===== src/rtl/mc_control_unit.sv =====
// Multi-cycle MIPS control FSM: sequences fetch/decode/execute/memory/writeback over a shared memory and ALU.
// Latency (mem_ready high): R-type/addi/sw 4, lw 5, beq/bne/j 3 cycles; mem_ready low stalls FETCH/MEMRD/MEMWR.
module mc_control_unit #(
    parameter int Width  = 6,
    parameter bit EN_BNE = 1'b1
) (
    input  logic             clk,
    input  logic             rst_n,
    input  logic [Width-1:0] OP,
    input  logic [Width-1:0] Funct,
    input  logic             zero,
    input  logic             mem_ready,
    output logic             iord,
    output logic             mem_wr,
    output logic             ir_wr,
    output logic             pc_wr,
    output logic [1:0]       pc_src,
    output logic             alu_src_a,
    output logic [1:0]       alu_src_b,
    output logic             reg_dst,
    output logic             mem2reg,
    output logic             reg_wr,
    output logic [2:0]       Alucontrol,
    output logic             illegal,
    output logic             retired
);

    localparam logic [5:0] OP_RTYPE = 6'b000000;
    localparam logic [5:0] OP_LW    = 6'b100011;
    localparam logic [5:0] OP_SW    = 6'b101011;
    localparam logic [5:0] OP_ADDI  = 6'b001000;
    localparam logic [5:0] OP_BEQ   = 6'b000100;
    localparam logic [5:0] OP_BNE   = 6'b000101;
    localparam logic [5:0] OP_J     = 6'b000010;

    localparam logic [2:0] ALU_ADD  = 3'b010;
    localparam logic [2:0] ALU_SUB  = 3'b100;
    localparam logic [2:0] ALU_SLT  = 3'b110;
    localparam logic [2:0] ALU_AND  = 3'b000;
    localparam logic [2:0] ALU_OR   = 3'b001;
    localparam logic [2:0] ALU_X1C  = 3'b101;

    typedef enum logic [3:0] {
        S_FETCH,
        S_DECODE,
        S_MEMADR,
        S_MEMRD,
        S_MEMWB,
        S_MEMWR,
        S_EXECUTE,
        S_ALUWB,
        S_ADDIEX,
        S_ADDIWB,
        S_BRANCH,
        S_JUMP,
        S_TRAP
    } state_t;

    state_t     state;
    state_t     state_nxt;

    // Only the low six bits are decoded; a Width below 6 fails elaboration on these slices.
    logic [5:0] op6;
    logic [5:0] fn6;
    logic       op_ok;
    logic       fn_ok;
    logic [2:0] fn_alu;

    assign op6 = OP[5:0];
    assign fn6 = Funct[5:0];

    always_comb begin
        fn_ok  = 1'b1;
        fn_alu = ALU_ADD;
        case (fn6)
            6'b100000: fn_alu = ALU_ADD;
            6'b100010: fn_alu = ALU_SUB;
            6'b101010: fn_alu = ALU_SLT;
            6'b100100: fn_alu = ALU_AND;
            6'b100101: fn_alu = ALU_OR;
            6'b011100: fn_alu = ALU_X1C;
            default:   fn_ok  = 1'b0;
        endcase
    end

    always_comb begin
        case (op6)
            OP_LW, OP_SW, OP_RTYPE, OP_ADDI, OP_BEQ, OP_J: op_ok = 1'b1;
            OP_BNE:                                        op_ok = EN_BNE;
            default:                                       op_ok = 1'b0;
        endcase
    end

    always_ff @(posedge clk or negedge rst_n) begin
        if (!rst_n) begin
            state <= S_FETCH;
        end else begin
            state <= state_nxt;
        end
    end

    // Sticky trap flag; only reset clears it.
    always_ff @(posedge clk or negedge rst_n) begin
        if (!rst_n) begin
            illegal <= 1'b0;
        end else if ((state == S_DECODE && !op_ok) || (state == S_EXECUTE && !fn_ok)) begin
            illegal <= 1'b1;
        end
    end

    always_comb begin
        state_nxt = state;
        case (state)
            S_FETCH:   if (mem_ready) state_nxt = S_DECODE;
            S_DECODE: begin
                case (op6)
                    OP_LW, OP_SW: state_nxt = S_MEMADR;
                    OP_RTYPE:     state_nxt = S_EXECUTE;
                    OP_ADDI:      state_nxt = S_ADDIEX;
                    OP_BEQ:       state_nxt = S_BRANCH;
                    OP_BNE:       state_nxt = EN_BNE ? S_BRANCH : S_TRAP;
                    OP_J:         state_nxt = S_JUMP;
                    default:      state_nxt = S_TRAP;
                endcase
            end
            S_MEMADR:  state_nxt = (op6 == OP_LW) ? S_MEMRD : S_MEMWR;
            S_MEMRD:   if (mem_ready) state_nxt = S_MEMWB;
            S_MEMWB:   state_nxt = S_FETCH;
            S_MEMWR:   if (mem_ready) state_nxt = S_FETCH;
            S_EXECUTE: state_nxt = fn_ok ? S_ALUWB : S_TRAP;
            S_ALUWB:   state_nxt = S_FETCH;
            S_ADDIEX:  state_nxt = S_ADDIWB;
            S_ADDIWB:  state_nxt = S_FETCH;
            S_BRANCH:  state_nxt = S_FETCH;
            S_JUMP:    state_nxt = S_FETCH;
            S_TRAP:    state_nxt = S_TRAP;
            default:   state_nxt = S_FETCH;
        endcase
    end

    always_comb begin
        iord       = 1'b0;
        mem_wr     = 1'b0;
        ir_wr      = 1'b0;
        pc_wr      = 1'b0;
        pc_src     = 2'b00;
        alu_src_a  = 1'b0;
        alu_src_b  = 2'b00;
        reg_dst    = 1'b0;
        mem2reg    = 1'b0;
        reg_wr     = 1'b0;
        Alucontrol = ALU_ADD;
        retired    = 1'b0;
        case (state)
            S_FETCH: begin
                alu_src_b = 2'b01;
                ir_wr     = mem_ready;
                pc_wr     = mem_ready;
            end
            // Branch target is precomputed here while the register file is read.
            S_DECODE:  alu_src_b = 2'b11;
            S_MEMADR: begin
                alu_src_a = 1'b1;
                alu_src_b = 2'b10;
            end
            S_MEMRD:   iord = 1'b1;
            S_MEMWB: begin
                mem2reg = 1'b1;
                reg_wr  = 1'b1;
                retired = 1'b1;
            end
            S_MEMWR: begin
                iord    = 1'b1;
                mem_wr  = 1'b1;
                retired = mem_ready;
            end
            S_EXECUTE: begin
                alu_src_a  = 1'b1;
                Alucontrol = fn_alu;
            end
            S_ALUWB: begin
                reg_dst = 1'b1;
                reg_wr  = 1'b1;
                retired = 1'b1;
            end
            S_ADDIEX: begin
                alu_src_a = 1'b1;
                alu_src_b = 2'b10;
            end
            S_ADDIWB: begin
                reg_wr  = 1'b1;
                retired = 1'b1;
            end
            S_BRANCH: begin
                alu_src_a  = 1'b1;
                Alucontrol = ALU_SUB;
                pc_src     = 2'b01;
                pc_wr      = (op6 == OP_BNE) ? ~zero : zero;
                retired    = 1'b1;
            end
            S_JUMP: begin
                pc_src  = 2'b10;
                pc_wr   = 1'b1;
                retired = 1'b1;
            end
            default: ;
        endcase
    end

endmodule

===== config.mk =====
export PLATFORM = sky130hd
export DESIGN_NAME = mc_control_unit
export DESIGN_NICKNAME = d
export VERILOG_FILES = /design/src/rtl/mc_control_unit.sv
export SDC_FILE = /design/constraint.sdc
export NUM_CORES = 1
export LEC_CHECK = 0
export ABC_AREA = 0
export CAP_MARGIN = 20
export CORE_MARGIN = 1.5
export CORE_UTILIZATION = 43
export CTS_BUF_LIST = sky130_fd_sc_hd__clkbuf_4 sky130_fd_sc_hd__clkbuf_8
export DETAILED_ROUTE_END_ITERATION = 12
export GPL_TIMING_DRIVEN = 0
export PLACE_DENSITY = 0.88
export SLEW_MARGIN = 10
export SYNTH_ARGS = -nofsm -noshare
export SYNTH_HDL_FRONTEND = slang
export SYNTH_SLANG_ARGS = --single-unit

===== constraint.sdc =====
create_clock -name clk -period 1.7 [get_ports clk]
set_input_delay 0.17 -clock clk [delete_from_list [all_inputs] [get_ports clk]]
set_output_delay 0.17 -clock clk [all_outputs]
set_load 0.01 [all_outputs]

# Yosys cells after proc, flatten, opt, wreduce, memory -nomap -nowiden
# Index checks and enable logic that the tools add are counted.
dict set report word_totals {
  reg_bits 5
  out_inout_bits 17
  inputBits 16
}
dict set report classes {
  n_mux 23
  reduce_logical 17
  bitwise 1
  n_eq_ne 27
}
# operator count
set op_table {}
lappend op_table {{$eq A6 B6 Y1 const B} 7}
lappend op_table {{$pmux W4 S8} 1}
lappend op_table {{$eq A4 B4 Y1 const B} 5}
lappend op_table {{$pmux W4 S5} 1}
lappend op_table {{$eq A4 B3 Y1 const B} 4}
lappend op_table {{$mux W4} 4}
lappend op_table {{$pmux W3 S5} 1}
lappend op_table {{$eq A6 B3 Y1 const B} 2}
lappend op_table {{$mux W1} 10}
lappend op_table {{$eq A4 B2 Y1 const B} 2}
lappend op_table {{$reduce_or A2 Y1} 4}
lappend op_table {{$reduce_or A7 Y1} 1}
lappend op_table {{$eq A6 B2 Y1 const B} 1}
lappend op_table {{$eq A6 B4 Y1 const B} 1}
lappend op_table {{$eq A6 B5 Y1 const B} 1}
lappend op_table {{$logic_not A6 Y1} 1}
lappend op_table {{$ne A2 B2 Y1 const B} 3}
lappend op_table {{$pmux W2 S3} 1}
lappend op_table {{$pmux W3 S2} 1}
lappend op_table {{$reduce_or A6 Y1} 1}
lappend op_table {{$reduce_or A5 Y1} 1}
lappend op_table {{$eq A4 B1 Y1 const B} 1}
lappend op_table {{$logic_not A4 Y1} 1}
lappend op_table {{$pmux W2 S2} 1}
lappend op_table {{other kinds (10)} 12}

# Logic depth before layout (Yosys ltp)
# Gate-level depths: netlist (run 1).
dict set report logic_depth {
  ltp_word 6
  depth_mapped 6
  depth_no_buf 4
}

# Worst setup path after synthesis (run 1)
# No wires, ideal clock.
dict set report synth_timing {
  kind {reg-to-output}
  start {reg state[2]}
  end {out retired}
  path_buffers 2
  stages_incl_launch_ff 5
  setup_slack_ns 0.309
  t_arrival_ns 1.221
  cell_sequence {dfrtp_1 clkbuf_1 buf_2 o21ai_0 a211oi_1}
}
dict set report synth_via {
  elab_chain_cells 3
  elab_cells_between_ends 8
  classes_between {eq/ne (6); mux (1); reduce/logical (1)}
}
# item line_no
set synth_rtl {}
lappend synth_rtl {{start: declaration} 59} ;# state_t state;
lappend synth_rtl {{start signal: assignment} 98} ;# state <= state_nxt;
lappend synth_rtl {{$eq A4 B4 Y1 / $eq A4 B3 Y1 (equally long branches)} 154} ;# case (state)
lappend synth_rtl {{$reduce_or A5 Y1 (no line)} n/a}
lappend synth_rtl {{$pmux W1 S2 (*)} 154}
lappend synth_rtl {{end: declaration} 25} ;# output logic retired
# Every way passes the cells marked *; elsewhere a longest branch is shown, timed or not.

# Worst setup path in the final report (run 1)
dict set report layout_timing {
  start {reg state[3]}
  end {out alu_src_b[1]}
}
dict set report layout_via {
  elab_chain_cells 3
  elab_cells_between_ends 6
  classes_between {eq/ne (3); mux (1); reduce/logical (2)}
}
# item line_no
set layout_rtl {}
lappend layout_rtl {{$eq A4 B4 Y1 / $eq A4 B2 Y1 (equally long branches)} 154}
lappend layout_rtl {{$reduce_or A2 Y1 (no line)} n/a}
lappend layout_rtl {{$pmux W2 S3 (*)} 154}
lappend layout_rtl {{end: declaration} 19} ;# output logic [1:0] alu_src_b,
# Marks and branches as above.

==> key figures, run 1 <==
Setup path
  • CP Capture Type: output port
  • Crit path DAT: 1.54 ns
  • Worst-path cell chain: buf_8 -> nand2b_4 -> a21oi_4 -> a21oi_1 -> nor2_1 -> buf_2
  • WS Path Type: reg -> out
  • Worst Path Max Fanout: 10
  • Required time worst endpoint: 1.53 ns
  • Largest stage delay, worst path: about 0.45 ns
  • Worst path slowest cell: dfrtp_2
  • Startpoint types: register

Timing
  • Clock Skew: 0.000487 ns
  • Fin. max-slew vios: 0
  • Max-Slew Margin vs Limit: 75.1%
  • Minimum clock period: around 1.7 ns
  • Final count of hold timing violations: 0
  • Endpoints failing setup: 1
  • Fmax achieved: 0.584 GHz
  • Final worst slack: -0.0116 ns
  • Tcrit/Tclk final: 101%
  • Worst Tran Pin Value: 0.372 ns

Logic synthesis
  • Commonest register cell after synthesis: dfrtp_1
  • Syn avg cell area: 6.96 sq um
  • Number of synthesis warnings: 0
  • Post-synth cell types: 42
  • Synth top area share: 16.8%
  • Largest cells by area after synthesis: dfrtp_1, nand2b_1, nor2_1
  • Post-synth top area cell: dfrtp_1
  • Number of synthesized flops with an enable pin: 0
  • Post-synthesis net count: 123
  • Post-synthesis register bit count: 5
  • Post-Syn Instances: 107
  • Synthesized area: between 700 and 800 sq um
  • Most numerous cell in the Yosys netlist: nor2_1
  • Post-synth top cells: nor2_1, a21oi_1, nand2b_1
  • Sequential fraction of the synthesis area: ~17%
  • Ys async rst share: 100%

Placement
  • Buffers on Ports: 32
  • HPWL after DPL: 1770 um
  • Setup Slack @ Placement: -0.472 ns
  • RePlAce Congestion: 0.881

Die
  • I/O pins: 33
  • Num rows: 14
  • Die X-Extent: 44.6 um
  • CORE AREA: 1560 sq um
  • Initial Util: between 40% and 50%
  • Die height: between 40 and 50 um
  • Die area: 1990 sq um

Clock network
  • Clock-pin slew on the worst setup and hold paths: 0.04 ns
  • CTS tree: yes
  • CTS Sinks: 5
  • CTS H-tree depth: 1
  • CTS Buffer Depth: 2
  • Later-pin clock latency in the skew report: between 0.2 and 0.25 ns
  • Hold-fix buffers, CTS: 0
  • Root buffer cell: clkbuf_4
  • Num CTS Buffers: 3

Drt
  • First drt pass iteration count: 9
  • Initial DRC Count: 43
  • Final wirelength: 3000 um
  • Drt wl/cell: 17.8 um
  • Vias: 1116
  • # DRC: 1
  • Vias per cell: between 6 and 7
  • Routed Antenna Nets: 0

Cells and area
  • Layout area overhead: 80.5%
  • Final net count: 170
  • Multi-input gate area: 714 sq um
  • Fill cell count: 84
  • Register Area: 128 sq um
  • Share of cells above drive strength 1: between 30% and 40%
  • N_diodes: 0

Global route
  • Number of global-route vias before repair: 969
  • Global route total overflow: 0
  • Global-route wire length before repair: 4140 um
  • Initial antenna violation count: 0
  • GR Util All Layers: 27.2%
  • Largest net degree at the start of global routing: 11

Power
  • Leakage Power: around 0.00065 uW
  • Peak supply drop: 0.000921 V
  • Power Dens Cells: 1410 nW/um^2
  • Power, Total: 1900 uW

Min path
  • Worst min-delay path class: in -> async

Status
  • Failing checks: design-rule violations, negative setup slack
  • Status: finished with violations

Flow run
  • Max-cap viol count: 0
-- flip-flops by register name, summed over array words and instances (netlist names) --
| signal | cells |
|---|---|
| illegal | 1 |
| state | 4 |
-- cell usage in the layout, fill, tap and decap left out, drive strengths merged, types with 6 or more instances in the layout --
cell type	netlist	routed
o21ai	8	8
nand2b	8	8
a21oi	9	9
buf	3	19
nor2	13	13
dlymetal6s2s	0	7
clkbuf	4	7
dlygate4sd2	0	14
nand3	6	6
-- report_power, final --
group | internal (uW) | leakage [uW] | switching [uW] | total (uW)
sequential | 167 | 0.0000571 | 60.5 | 227
combinational | 693 | 0.000576 | 826 | 1520
clock | 105 | 0.0000184 | 48.5 | 153
total | 964 | 0.000651 | 935 | 1900
-- critical path: cells and delay by family (launching register included) --
| family | cells | cell delay [ns] |
|---|---|---|
| AOI/OAI and AO/OA | 2 | 0.20 |
| and+or+nand+nor | 2 | 0.30 |
| DFF | 1 | 0.45 |
| buffers and inverters | 2 | 0.34 |
-- stage by stage --
stage | hold WS, ns | instance area (sq um) | setup TNS (ns) | util (%) | cells
after floorplan | -0.126 | 744 | 0 | - | 107
after global placement | 0.410 | 1080 | -3.21 | 69.6 | 155
after detailed placement | 0.412 | 1080 | -3.64 | 69.6 | 155
after CTS | 0.164 | 1250 | -0.0420 | 80.3 | 164
after global routing | 0.180 | 1340 | -0.0780 | 86.2 | 169
final | 0.160 | 1340 | -0.0116 | 86.2 | 169
-- layer usage --
metal | vias to the layer above | share of wire [%] | global-route usage (%)
li1 | 505 | - | -
met1 | 521 | 39 | 37.1
met2 | 72 | 49 | 44.9
met3 | 18 | 7.7 | 4.08
met4 | 0 | 3.9 | 6.06
met5 | - | 0 | 0
-- cells by family after synthesis --
family	synth area share, %
flip-flops	16.8
XOR/XNOR	1.18
AO/OA/AOI/OAI	32.9
AND/OR/NAND/NOR	37.5
multiplexers	5.88
buffers and inverters	5.71
-- what timing repair did --
item                                    in CTS  in global routing
setup buffers                                6                  5
endpoints found under the setup margin      16                  9
pin swaps                                    5                  4
resized for setup                           61                 23
-- worst paths after layout --
check	end	cells past startpoint	slack, ns	startpoint
setup / recovery	alu_src_b[1]	6	-0.01	state[3]
hold / removal	state[1]	1	0.16	rst_n
setup reg to reg	state[2]	5	0.10	state[2]
hold reg to reg	illegal	1	0.50	illegal
max in group asynchronous	state[2]	1	1.32	rst_n
min in group clk	illegal	1	0.50	illegal
-- final cells by class --
| type | count | area share (%) |
|---|---|---|
| multi-input combinational | 92 | 53.2 |
| timing repair buffer | 43 | 28.1 |
| sequential | 5 | 9.50 |
| buffer | 6 | 4.47 |
| clock buffer | 4 | 2.23 |
| tap | 16 | 1.49 |
| inverter | 3 | 1.02 |
Note: power is estimated with default switching activity, not from simulation.
==> inputs of run 2 (changes only) <==
--- a/config.mk
+++ b/config.mk
@@ -13,7 +13,6 @@
 export DETAILED_ROUTE_END_ITERATION = 12
 export GPL_TIMING_DRIVEN = 0
 export PLACE_DENSITY = 0.88
-export SLEW_MARGIN = 10
 export SYNTH_ARGS = -nofsm -noshare
 export SYNTH_HDL_FRONTEND = slang
 export SYNTH_SLANG_ARGS = --single-unit
==> results of run 2 <==
The final DEF is identical to that of run 1; final timing and power are the same.
